==> config.mk <==
export PLATFORM = sky130hd
export DESIGN_NAME = tcm_sig_dump
export DESIGN_NICKNAME = d
export VERILOG_FILES = /design/src/rtl/tcm_sig_pkg.sv /design/src/rtl/tcm_sig_dump_ser.sv /design/src/rtl/tcm_sig_dump.sv
export SDC_FILE = /design/constraint.sdc
export NUM_CORES = 1
export LEC_CHECK = 0
export ABC_CLOCK_PERIOD_IN_PS = 10800
export CAP_MARGIN = 10
export CORE_MARGIN = 1.5
export CORE_UTILIZATION = 35
export CTS_BUF_LIST = sky130_fd_sc_hd__clkbuf_4
export DETAILED_ROUTE_END_ITERATION = 7
export PLACE_DENSITY = 0.68
export SLEW_MARGIN = 30
export SYNTH_ARGS = -nofsm -noshare
export SYNTH_HDL_FRONTEND = slang
export SYNTH_SLANG_ARGS = --single-unit
==> constraint.sdc <==
create_clock -name clk_i -period 10.8 [get_ports clk_i]
set_input_delay 1.08 -clock clk_i [delete_from_list [all_inputs] [get_ports clk_i]]
set_output_delay 1.08 -clock clk_i [all_outputs]
set_load 0.1 [all_outputs]
==> src/rtl/tcm_sig_pkg.sv <==
// rtl/tcm_sig_pkg.sv - shared types, constants and helpers for the TCM signature dumper
package tcm_sig_pkg;

    typedef enum logic [2:0] {
        IDLE = 3'd0,
        REQ  = 3'd1,
        WAIT = 3'd2,
        SEND = 3'd3,
        DONE = 3'd4
    } state_e;

    localparam logic [7:0] NL_CHAR_DEFAULT = 8'h0A;

    // Lowercase ASCII hex digit for one nibble
    function automatic logic [7:0] nib2ascii(input logic [3:0] nib);
        if (nib < 4'd10) begin
            return 8'h30 + {4'h0, nib};
        end
        return 8'h57 + {4'h0, nib};
    endfunction

endpackage

==> src/rtl/tcm_sig_dump_ser.sv <==
// rtl/tcm_sig_dump_ser.sv - 9-char word serializer: 8 hex digits MSB first, then line terminator
module sig_hex_ser
    import tcm_sig_pkg::*;
#(
    parameter logic [7:0] NL_CHAR = NL_CHAR_DEFAULT
) (
    input  logic        clk_i,
    input  logic        rst_i,
    input  logic        load_i,
    input  logic [31:0] word_i,
    output logic        valid_o,
    output logic [7:0]  data_o,
    input  logic        ready_i,
    output logic        last_o
);

    logic [31:0] word_q, word_d;
    logic [3:0]  idx_q, idx_d;
    logic        valid_q, valid_d;
    logic [31:0] word_sh;

    // Next-state: a load restarts the word; each accepted char advances, the terminator ends it
    always_comb begin
        word_d  = word_q;
        idx_d   = idx_q;
        valid_d = valid_q;
        if (load_i) begin
            word_d  = word_i;
            idx_d   = 4'd0;
            valid_d = 1'b1;
        end else if (valid_q && ready_i) begin
            if (idx_q == 4'd8) begin
                valid_d = 1'b0;
            end else begin
                idx_d = idx_q + 4'd1;
            end
        end
    end

    // Serializer state registers
    always_ff @(posedge clk_i) begin
        if (rst_i) begin
            word_q  <= '0;
            idx_q   <= '0;
            valid_q <= 1'b0;
        end else begin
            word_q  <= word_d;
            idx_q   <= idx_d;
            valid_q <= valid_d;
        end
    end

    // Current char; forced to zero while idle so the byte bus is quiet outside a word
    always_comb begin
        word_sh = word_q << {idx_q[2:0], 2'b00};
        data_o  = 8'h00;
        if (valid_q) begin
            data_o = (idx_q == 4'd8) ? NL_CHAR : nib2ascii(word_sh[31:28]);
        end
        valid_o = valid_q;
        last_o  = valid_q && (idx_q == 4'd8);
    end

endmodule

==> src/rtl/tcm_sig_dump.sv <==
// rtl/tcm_sig_dump.sv - dumps a word range of TCM as ASCII hex lines over a byte stream
module tcm_sig_dump
    import tcm_sig_pkg::*;
#(
    parameter logic [7:0] NL_CHAR = NL_CHAR_DEFAULT
) (
    input  logic        clk_i,
    input  logic        rst_i,
    input  logic        start_i,
    input  logic [31:0] begin_addr_i,
    input  logic [31:0] end_addr_i,
    output logic        busy_o,
    output logic        done_o,
    output logic        err_o,
    output logic        mem_rd_o,
    output logic [31:0] mem_addr_o,
    input  logic        mem_accept_i,
    input  logic        mem_ack_i,
    input  logic [31:0] mem_data_i,
    output logic        tx_valid_o,
    output logic [7:0]  tx_data_o,
    input  logic        tx_ready_i
);

    state_e      state_q, state_d;
    logic [31:0] addr_q, addr_d;
    logic [31:0] end_q, end_d;
    logic        err_q, err_d;
    logic        range_bad;
    logic        ser_load;
    logic        ser_last;
    logic [32:0] addr_next;

    // Next-state and read/serializer control; one read in flight at most
    always_comb begin
        state_d   = state_q;
        addr_d    = addr_q;
        end_d     = end_q;
        err_d     = err_q;
        ser_load  = 1'b0;
        range_bad = (begin_addr_i[1:0] != 2'b00) || (end_addr_i[1:0] != 2'b00)
                    || (begin_addr_i > end_addr_i);
        addr_next = {1'b0, addr_q} + 33'd4;
        unique case (state_q)
            IDLE: begin
                if (start_i) begin
                    addr_d = begin_addr_i;
                    end_d  = end_addr_i;
                    err_d  = range_bad;
                    if (range_bad || (begin_addr_i == end_addr_i)) begin
                        state_d = DONE;
                    end else begin
                        state_d = REQ;
                    end
                end
            end
            REQ: begin
                if (mem_accept_i) begin
                    if (mem_ack_i) begin
                        ser_load = 1'b1;
                        state_d  = SEND;
                    end else begin
                        state_d = WAIT;
                    end
                end
            end
            WAIT: begin
                if (mem_ack_i) begin
                    ser_load = 1'b1;
                    state_d  = SEND;
                end
            end
            SEND: begin
                if (ser_last && tx_ready_i) begin
                    // A carry out means the next address would wrap; stop instead
                    if (!addr_next[32] && (addr_next[31:0] < end_q)) begin
                        addr_d  = addr_next[31:0];
                        state_d = REQ;
                    end else begin
                        state_d = DONE;
                    end
                end
            end
            DONE: begin
                state_d = IDLE;
            end
            default: begin
                state_d = IDLE;
            end
        endcase
    end

    // Control registers; reset abandons any read or word in progress
    always_ff @(posedge clk_i) begin
        if (rst_i) begin
            state_q <= IDLE;
            addr_q  <= '0;
            end_q   <= '0;
            err_q   <= 1'b0;
        end else begin
            state_q <= state_d;
            addr_q  <= addr_d;
            end_q   <= end_d;
            err_q   <= err_d;
        end
    end

    // Status and read-port outputs decoded from the registered state
    always_comb begin
        busy_o     = (state_q == REQ) || (state_q == WAIT) || (state_q == SEND);
        done_o     = (state_q == DONE);
        err_o      = (state_q == DONE) && err_q;
        mem_rd_o   = (state_q == REQ);
        mem_addr_o = addr_q;
    end

    sig_hex_ser #(
        .NL_CHAR (NL_CHAR)
    ) u_ser (
        .clk_i   (clk_i),
        .rst_i   (rst_i),
        .load_i  (ser_load),
        .word_i  (mem_data_i),
        .valid_o (tx_valid_o),
        .data_o  (tx_data_o),
        .ready_i (tx_ready_i),
        .last_o  (ser_last)
    );

endmodule

# Word-level counts from Yosys, hierarchy flattened
# Index checks and enable logic that the tools add are counted.
# totals
regBits	105
in_bits	102
out_inout_bits	45
wordCells	74
# classes
n_addsub	4
order_cmp	3
n_eq_ne	11
shift	1
muxes	24
bitwise_logic	1
reduce_logical	23
# ops
operator	n
$mux W32	3
$pmux W32 S2	1
$add A32 B3 Y33 const B	1
$eq A32 B32 Y1	1
$gt A32 B32 Y1	1
$lt A32 B32 Y1	1
$mux W8	4
$shl A32 B5 Y32	1
$mux W3	6
$pmux W3 S4	1
$reduce_bool A2 Y1	5
$add A7 B4 Y8 const A	1
$mux W1	8
$ne A2 B2 Y1 const B	4
$reduce_and A4 Y1	2
$add A6 B4 Y7 const A	1
$eq A3 B2 Y1 const B	2
$reduce_and A2 Y1	3
$logic_and A1 B1 Y1	5
$logic_or A1 B1 Y1	5
$add A4 B1 Y4 const B	1
$eq A4 B4 Y1 const B	1
$lt A4 B4 Y1 const B	1
$eq A3 B1 Y1 const B	1
other kinds (7)	7

# Longest topological paths before layout
# Gate-level depths: netlist (run 1).
# depth
depth_word	7
ltp_mapped	20
ltp_nobuf	15

# Cells and area by module
# From an unflattened synthesis (run 1), not the netlist that was laid out.
# hier_totals
cells_unflattened	859
hier_area_um2	7081.8
# modules_own_cells
module	instances	cells_per_inst	area_per_inst_um2
tcm_sig_dump	1	690	5268.8
sig_hex_ser	1	169	1813.0

# Worst setup path after synthesis (run 1)
# OpenSTA, ideal clock, no wires.
# synth_timing
path_kind	register to output
from	register u_ser.idx_q[0]
to	output port tx_data_o[1]
t_arrival_ns	3.898
required_time_ns	9.720
slack_ns	5.822
stages_incl_launch_ff	8
n_path_buf	1
path_cell_list	dfxtp_1 -> buf_2 -> mux4_2 -> mux2i_1 -> ha_1 -> nand2_1 -> nand2_1 -> a21boi_0
# synth_via
elab_chain_cells	7
word_cells_on_any_way	11
classes_between	add/sub: 2; order compare: 1; eq/ne: 1; shift: 1; mux: 6
# synth_rtl
element	line_no	text
from (decl)	tcm_sig_dump_ser.sv:18	logic [3:0] idx_q, idx_d;
from (signal assigned)	tcm_sig_dump_ser.sv:48	idx_q <= idx_d;
$shl A32 B5 Y32	tcm_sig_dump_ser.sv:55	word_sh = word_q << {idx_q[2:0], 2'b00};
$lt A4 B4 Y1	tcm_sig_pkg.sv:16	if (nib < 4'd10) begin
$mux W1	tcm_sig_pkg.sv:16	
$mux W1	tcm_sig_dump_ser.sv:57	if (valid_q) begin
$mux W8	tcm_sig_pkg.sv:19	return 8'h57 + {4'h0, nib};
$mux W8 (*)	tcm_sig_dump_ser.sv:58	data_o = (idx_q == 4'd8) ? NL_CHAR : nib2ascii(word_sh[31:28]);
$mux W8 (*)	tcm_sig_dump_ser.sv:57	
to (decl)	tcm_sig_dump.sv:21	output logic [7:0] tx_data_o,
# Mark *: on every way between the ends. The rest lies on a longest branch, timed or not. The select of a mux whose other input is x is not followed.

# Worst setup path in the final report (run 1)
# Ends and elaborated chain as after synthesis.

==> flow_summary.ini, run 1 <==
[clock_tree]
post-cts-setup-buffers = 0
cts_resized = 0
cts_made_buffers = 9
path_clk_slew_ps = 150
clock_latency_ps = 500
ctsRootBufferMaster = clkbuf_4
clockBufferDepth = 2
clkSinkCount = 105
h-tree-depth = 3
cts_tree = done
postCtsHoldBufs = 0

[timing]
skew_ps = 27.37
rsz0062_at_grt = false
hold_viol = 0
finalSetupViolations = 0
fin_crit_ps = 5041
period_share_pct = 46.68
max_freq_ghz = 0.1984
drv_slew = 0
setup_tns_ps = 0
holdWs_ps = 463.0
max_slew_margin_pct = 31.29
tightest_slew_ps = 1027

[synth]
synth_compound_area_share_pct = 17.70
ys.flop_type = dfxtp_1
ys_types = 68
synth_top_family_by_area = simple AND/OR/NAND/NOR gates
synthAdderAreaFrac_pct = 12.03
ys_seq_area_share_pct = 30.16
async_flop_share_pct = 0
synth_xor_area_share_pct = 4.022
syn-instance-count = 882
ys.warnings.count = 0
syn_nets = 1051
synthMuxAreaShare_pct = 5.996
synth_edf_count = 0
postSynthAreaPerCell_um2 = 7.902
synth_seq_cells = 105
synthSimpleGateAreaFrac_pct = 22.08
netlist_area_um2 = 6969

[routing]
viasPerCell = 5.041
drc = 0
vias = 6362
finalWirelength_mm = 19.36
post_drt_wl_per_cell_um = 15.34
dr.pass1.iters = 4
antenna_left = 0
drt_iter0_markers = 419

[cells_and_area]
drive_gt1_share_pct = 6.928
layout_common_cells = nand2_1 (180), clkdlybuf4s50_1 (142), a21oi_1 (114)
layout_commonest_cell = nand2_1
nNetsFinal = 1160
syn_to_final_growth_pct = 24.06

[pwr]
p_per_area_nw_per_um2 = 100.7
switching_power_mw = 0.3157
leakagePower_nw = 3.311
p_int_mw = 0.5549
pwr-share-clk_pct = 21.1
vdd_ir_drop_max_mv = 0.04950
netSwitchingFraction_pct = 36.26
power_frac_comb_pct = 30.3
seqPwrFrac_pct = 48.6

[worst_hold_path]
min-delay-start = u_ser.word_q[5]
min_path_cells = 2
hp-class = reg -> reg

[global_route]
grt_usage_pct = 18.80
grt_pass1_vias = 5956
overflow = 0
grt_antenna_before_repair = 1
grt_max_degree = 92
grt_pass1_wl_mm = 30.48

[worst_setup_path]
critical_path.startpoint_type = flip-flop
arrival_ps = 3960
worstPathRequired_ps = 9720
rr_startpoint = mem_addr_o[2]
worstPathMaxFanout = 12
path_class = reg -> out
reg2reg_depth = 15
endpoint_kind = output port
cp-startpoint = u_ser.idx_q[0]

[run_status]
outcome = finished, final reports clean

[floorplanning]
die-height_um = 144.1
io-pin-count = 147
die-area_um2 = 20770
core_um2 = 19530
initial_utilization_pct = 35.69
die_x_um = 144.1
rows = 51

[job]
maxCapViolations = 0

[placement]
numPortBuffers = 145
gp_congestion = 0.8576
dpl.hpwl_mm = 14.47
worst max-delay path, cell delays in order (launching register included):
cell             delay [ps]
dfxtp_1                 810
mux4_2                  610
mux2i_1                 290
ha_1                    290
nand2_1                  60
nand2_1                  40
a21boi_0                200
clkdlybuf4s50_1        1170
per-layer routing:
metal	track usage, %	part of all wire (%)	up-vias
met2	31.05	47	131
met1	25.23	47	2971
met5	0	0	-
met4	3.813	0.87	0
met3	3.940	4.8	10
li1	-	-	3250
flip-flops by register name, summed over array words and instances (netlist names):
register       cells
err_q              1
end_q             32
u_ser.word_q      32
u_ser.idx_q        4
u_ser.valid_o      1
mem_addr_o        32
state_q            3
synth_stat cells, types with 6 or more instances:
master / n / share of area (%)
a21o_1: 12 / 1.3
a21oi_1: 114 / 8.2
and2_1: 6 / 0.54
and4_1: 7 / 0.88
buf_2: 9 / 0.65
clkbuf_1: 36 / 1.9
dfxtp_1: 105 / 30
ha_1: 67 / 12
inv_1: 76 / 4.1
mux2_2: 6 / 0.97
mux2i_1: 17 / 2.4
mux4_2: 8 / 2.6
nand2_1: 180 / 9.7
nand3_1: 20 / 1.4
nand4_1: 14 / 1.3
nor2_1: 29 / 1.6
nor3_1: 22 / 1.6
nor3b_1: 6 / 0.65
o21ai_0: 15 / 1.1
o21ai_1: 6 / 0.43
o32ai_2: 7 / 1.6
xnor2_1: 23 / 2.9
xor2_1: 9 / 1.1
final cells by class:
cell class              count  area, µm²
inverters                  76      285.3
well taps                 265      331.6
multi-input cells         648       4327
clock inverters             6      35.03
clock buffers              10      75.07
fillers                  1996      10880
diodes                      1      2.502
flip-flops and latches    105       2102
repair buffers            151       1488
stage by stage:
| step | power, mW | instances | utilization, % | area [µm²] | setup WS (ps) |
|---|---|---|---|---|---|
| after floorplan | 0.6053 | 882 | - | 6969 | 5822 |
| after global placement | 0.6921 | 1245 | 43.73 | 8538 | 5853 |
| after detailed placement | 0.6949 | 1245 | 43.75 | 8543 | 5872 |
| after CTS | 0.8789 | 1261 | 44.32 | 8653 | 5702 |
| after global routing | 0.9190 | 1262 | 44.28 | 8646 | 5417 |
| final | 0.8706 | 1262 | 44.28 | 8646 | 5759 |
power groups by stage:
stage | Clock (mW) | Combinational, mW | Sequential, mW
finish | 0.184 | 0.264 | 0.423
global placement | 0 | 0.262 | 0.430
floorplan | 0 | 0.125 | 0.481
CTS | 0.191 | 0.265 | 0.423
global route | 0.208 | 0.285 | 0.426
detailed placement | 0 | 0.264 | 0.431
final timing paths:
| kind | to | slack, ps |
|---|---|---|
| worst max register to register | mem_addr_o[16] | 5830 |
| worst min-delay path | u_ser.word_q[5] | 460 |
| worst min register to register | u_ser.word_q[5] | 460 |
| worst max-delay path | tx_data_o[1] | 5760 |
kinds of logic after synthesis:
family | Yosys count
AO/OA/AOI/OAI | 194
XOR/XNOR | 32
adder cells (fa/ha/maj) | 67
buffers and inverters | 129
flip-flops | 105
multiplexers | 31
other | 1
AND/OR/NAND/NOR | 323
(Power assumes the default switching activity.)
==> run 2, diff against run 1 <==
--- a/config.mk
+++ b/config.mk
@@ -5,7 +5,7 @@
 export SDC_FILE = /design/constraint.sdc
 export NUM_CORES = 1
 export LEC_CHECK = 0
-export ABC_CLOCK_PERIOD_IN_PS = 10800
+export ABC_CLOCK_PERIOD_IN_PS = 5200
 export CAP_MARGIN = 10
 export CORE_MARGIN = 1.5
 export CORE_UTILIZATION = 35
==> constraint.sdc (replaced) <==
create_clock -name clk_i -period 5.2 [get_ports clk_i]
set_input_delay 0.52 -clock clk_i [delete_from_list [all_inputs] [get_ports clk_i]]
set_output_delay 0.52 -clock clk_i [all_outputs]
set_load 0.1 [all_outputs]
==> run 2 against run 1 <==
Compared with the run above: setup slack got worse by 5200 ps; wire length up 1.2%; hold slack got worse by 32 ps; via count grew 0.30%; non-clock buffer count rose by 4; global-route usage grew 0.15 points; die area unchanged; power grew 120%; core utilization is 0.37 points higher; highest routed layer unchanged.
==> flow_summary.ini, run 2 (synthesized netlist as in run 1, its figures left out) <==
[run_status]
outcome = finished, final reports clean

[cells_and_area]
nNetsFinal = 1164
n_fill_cell = 1981
drive_gt1_share_pct = 7.100
layout_commonest_cell = nand2_1
syn_to_final_growth_pct = 25.10
layout_common_cells = nand2_1 (180), clkdlybuf4s50_1 (143), a21oi_1 (114)
final_cells = 1266

[clock_tree]
cts_tree = done
h-tree-depth = 3
postCtsHoldBufs = 0
clkSinkCount = 105
cts_resized = 0
clockBufferDepth = 2
clock_latency_ps = 500
path_clk_slew_ps = 170
ctsRootBufferMaster = clkbuf_4
cts_made_buffers = 9
post-cts-setup-buffers = 0

[timing]
period_share_pct = 89.65
drv_slew = 0
rsz0062_at_grt = false
max_freq_ghz = 0.2145
finalWorstSetupSlack_ps = 538.1
fin_crit_ps = 4662
setup_tns_ps = 0
max_slew_margin_pct = 31.31
finalSetupViolations = 0
tightest_slew_ps = 1027
hold_viol = 0
skew_ps = 26.05
holdWs_ps = 430.9

[worst_setup_path]
path_class = reg -> reg
cp_top_family = simple AND/OR/NAND/NOR gates
arrival_ps = 5090
worstPathRequired_ps = 5630
slowest_delay_ps = 590
worstPathMaxFanout = 11
endpoint_kind = flip-flop
critical_path.startpoint_type = flip-flop
cp_slowest_cell = or4_1
crit_chain = ha_1 -> nand4_1 -> or4_4 -> or2_1 -> nor2_2 -> xor2_1 -> ha_1 -> nand2_1 -> o21ai_1 -> nand2b_1 -> nor3b_1 -> or4_1 -> o21ai_4 -> buf_4 -> o21ai_2 -> a221oi_2
crit_top_cell = ha_1
path_buf_inv = 1

[floorplanning]
io-pin-count = 147
initial_utilization_pct = 35.69
die-height_um = 144.1
die-area_um2 = 20770
core_um2 = 19530
die_x_um = 144.1
rows = 51

[global_route]
grt_pass1_vias = 6024
grt_usage_pct = 18.95
grt_pass1_wl_mm = 30.56
grt_max_degree = 74
overflow = 0
grt_antenna_before_repair = 1

[routing]
viasPerCell = 5.040
drc = 0
finalWirelength_mm = 19.59
vias = 6381
antenna_left = 0
drt_iter0_markers = 486
dr.pass1.iters = 5
post_drt_wl_per_cell_um = 15.47

[pwr]
leakagePower_nw = 3.354
p_per_area_nw_per_um2 = 219.3
vdd_ir_drop_max_mv = 0.1269

[worst_hold_path]
hp-class = in -> reg

[placement]
dpl.hpwl_mm = 14.78
preCtsSetupSlack_ps = 614.9
gp_congestion = 0.8583
numPortBuffers = 145
place_inst = 1249

[job]
maxCapViolations = 0
-- run 2: final timing paths --
kind                            slack [ps]             start  cells after the start                to
worst max-delay path                   540     mem_addr_o[2]                     16    mem_addr_o[28]
worst min-delay path                   430             rst_i                      2          end_q[2]
worst max register to register         540     mem_addr_o[2]                     16    mem_addr_o[28]
worst min register to register         460  u_ser.word_q[22]                      2  u_ser.word_q[22]
-- run 2: metrics by stage --
step,util [%],power (mW),area (µm²)
floorplan,-,1.257,6969
global placement,43.88,1.446,8568
detailed placement,43.88,1.450,8568
CTS,44.66,1.923,8721
global route,44.65,2.008,8718
finish,44.65,1.912,8718
-- run 2: report_power, final --
group	internal (mW)	switching (mW)
clock	0.191	0.287
combinational	0.219	0.336
sequential	0.839	0.0396
-- run 2: area by class of cell --
cell class	count	area (µm²)	share of cell area (%)
Tap cell	265	331.6	3.803
Multi-Input combinational cell	648	4325	49.61
Clock buffer	9	67.56	0.7750
Sequential cell	105	2102	24.11
Timing Repair Buffer	155	1519	17.42
Antenna cell	1	2.502	0.02870
Inverter	76	285.3	3.272
Clock inverter	7	85.08	0.9759
-- run 2: routing by layer --
| metal | share of wire, % | up-vias | track usage, % |
|---|---|---|---|
| met3 | 4.3 | 24 | 2.252 |
| met4 | 2.1 | 0 | 6.928 |
| met5 | 0 | - | 0 |
| li1 | - | 3265 | - |
| met1 | 48 | 2956 | 25.87 |
| met2 | 46 | 136 | 30.62 |
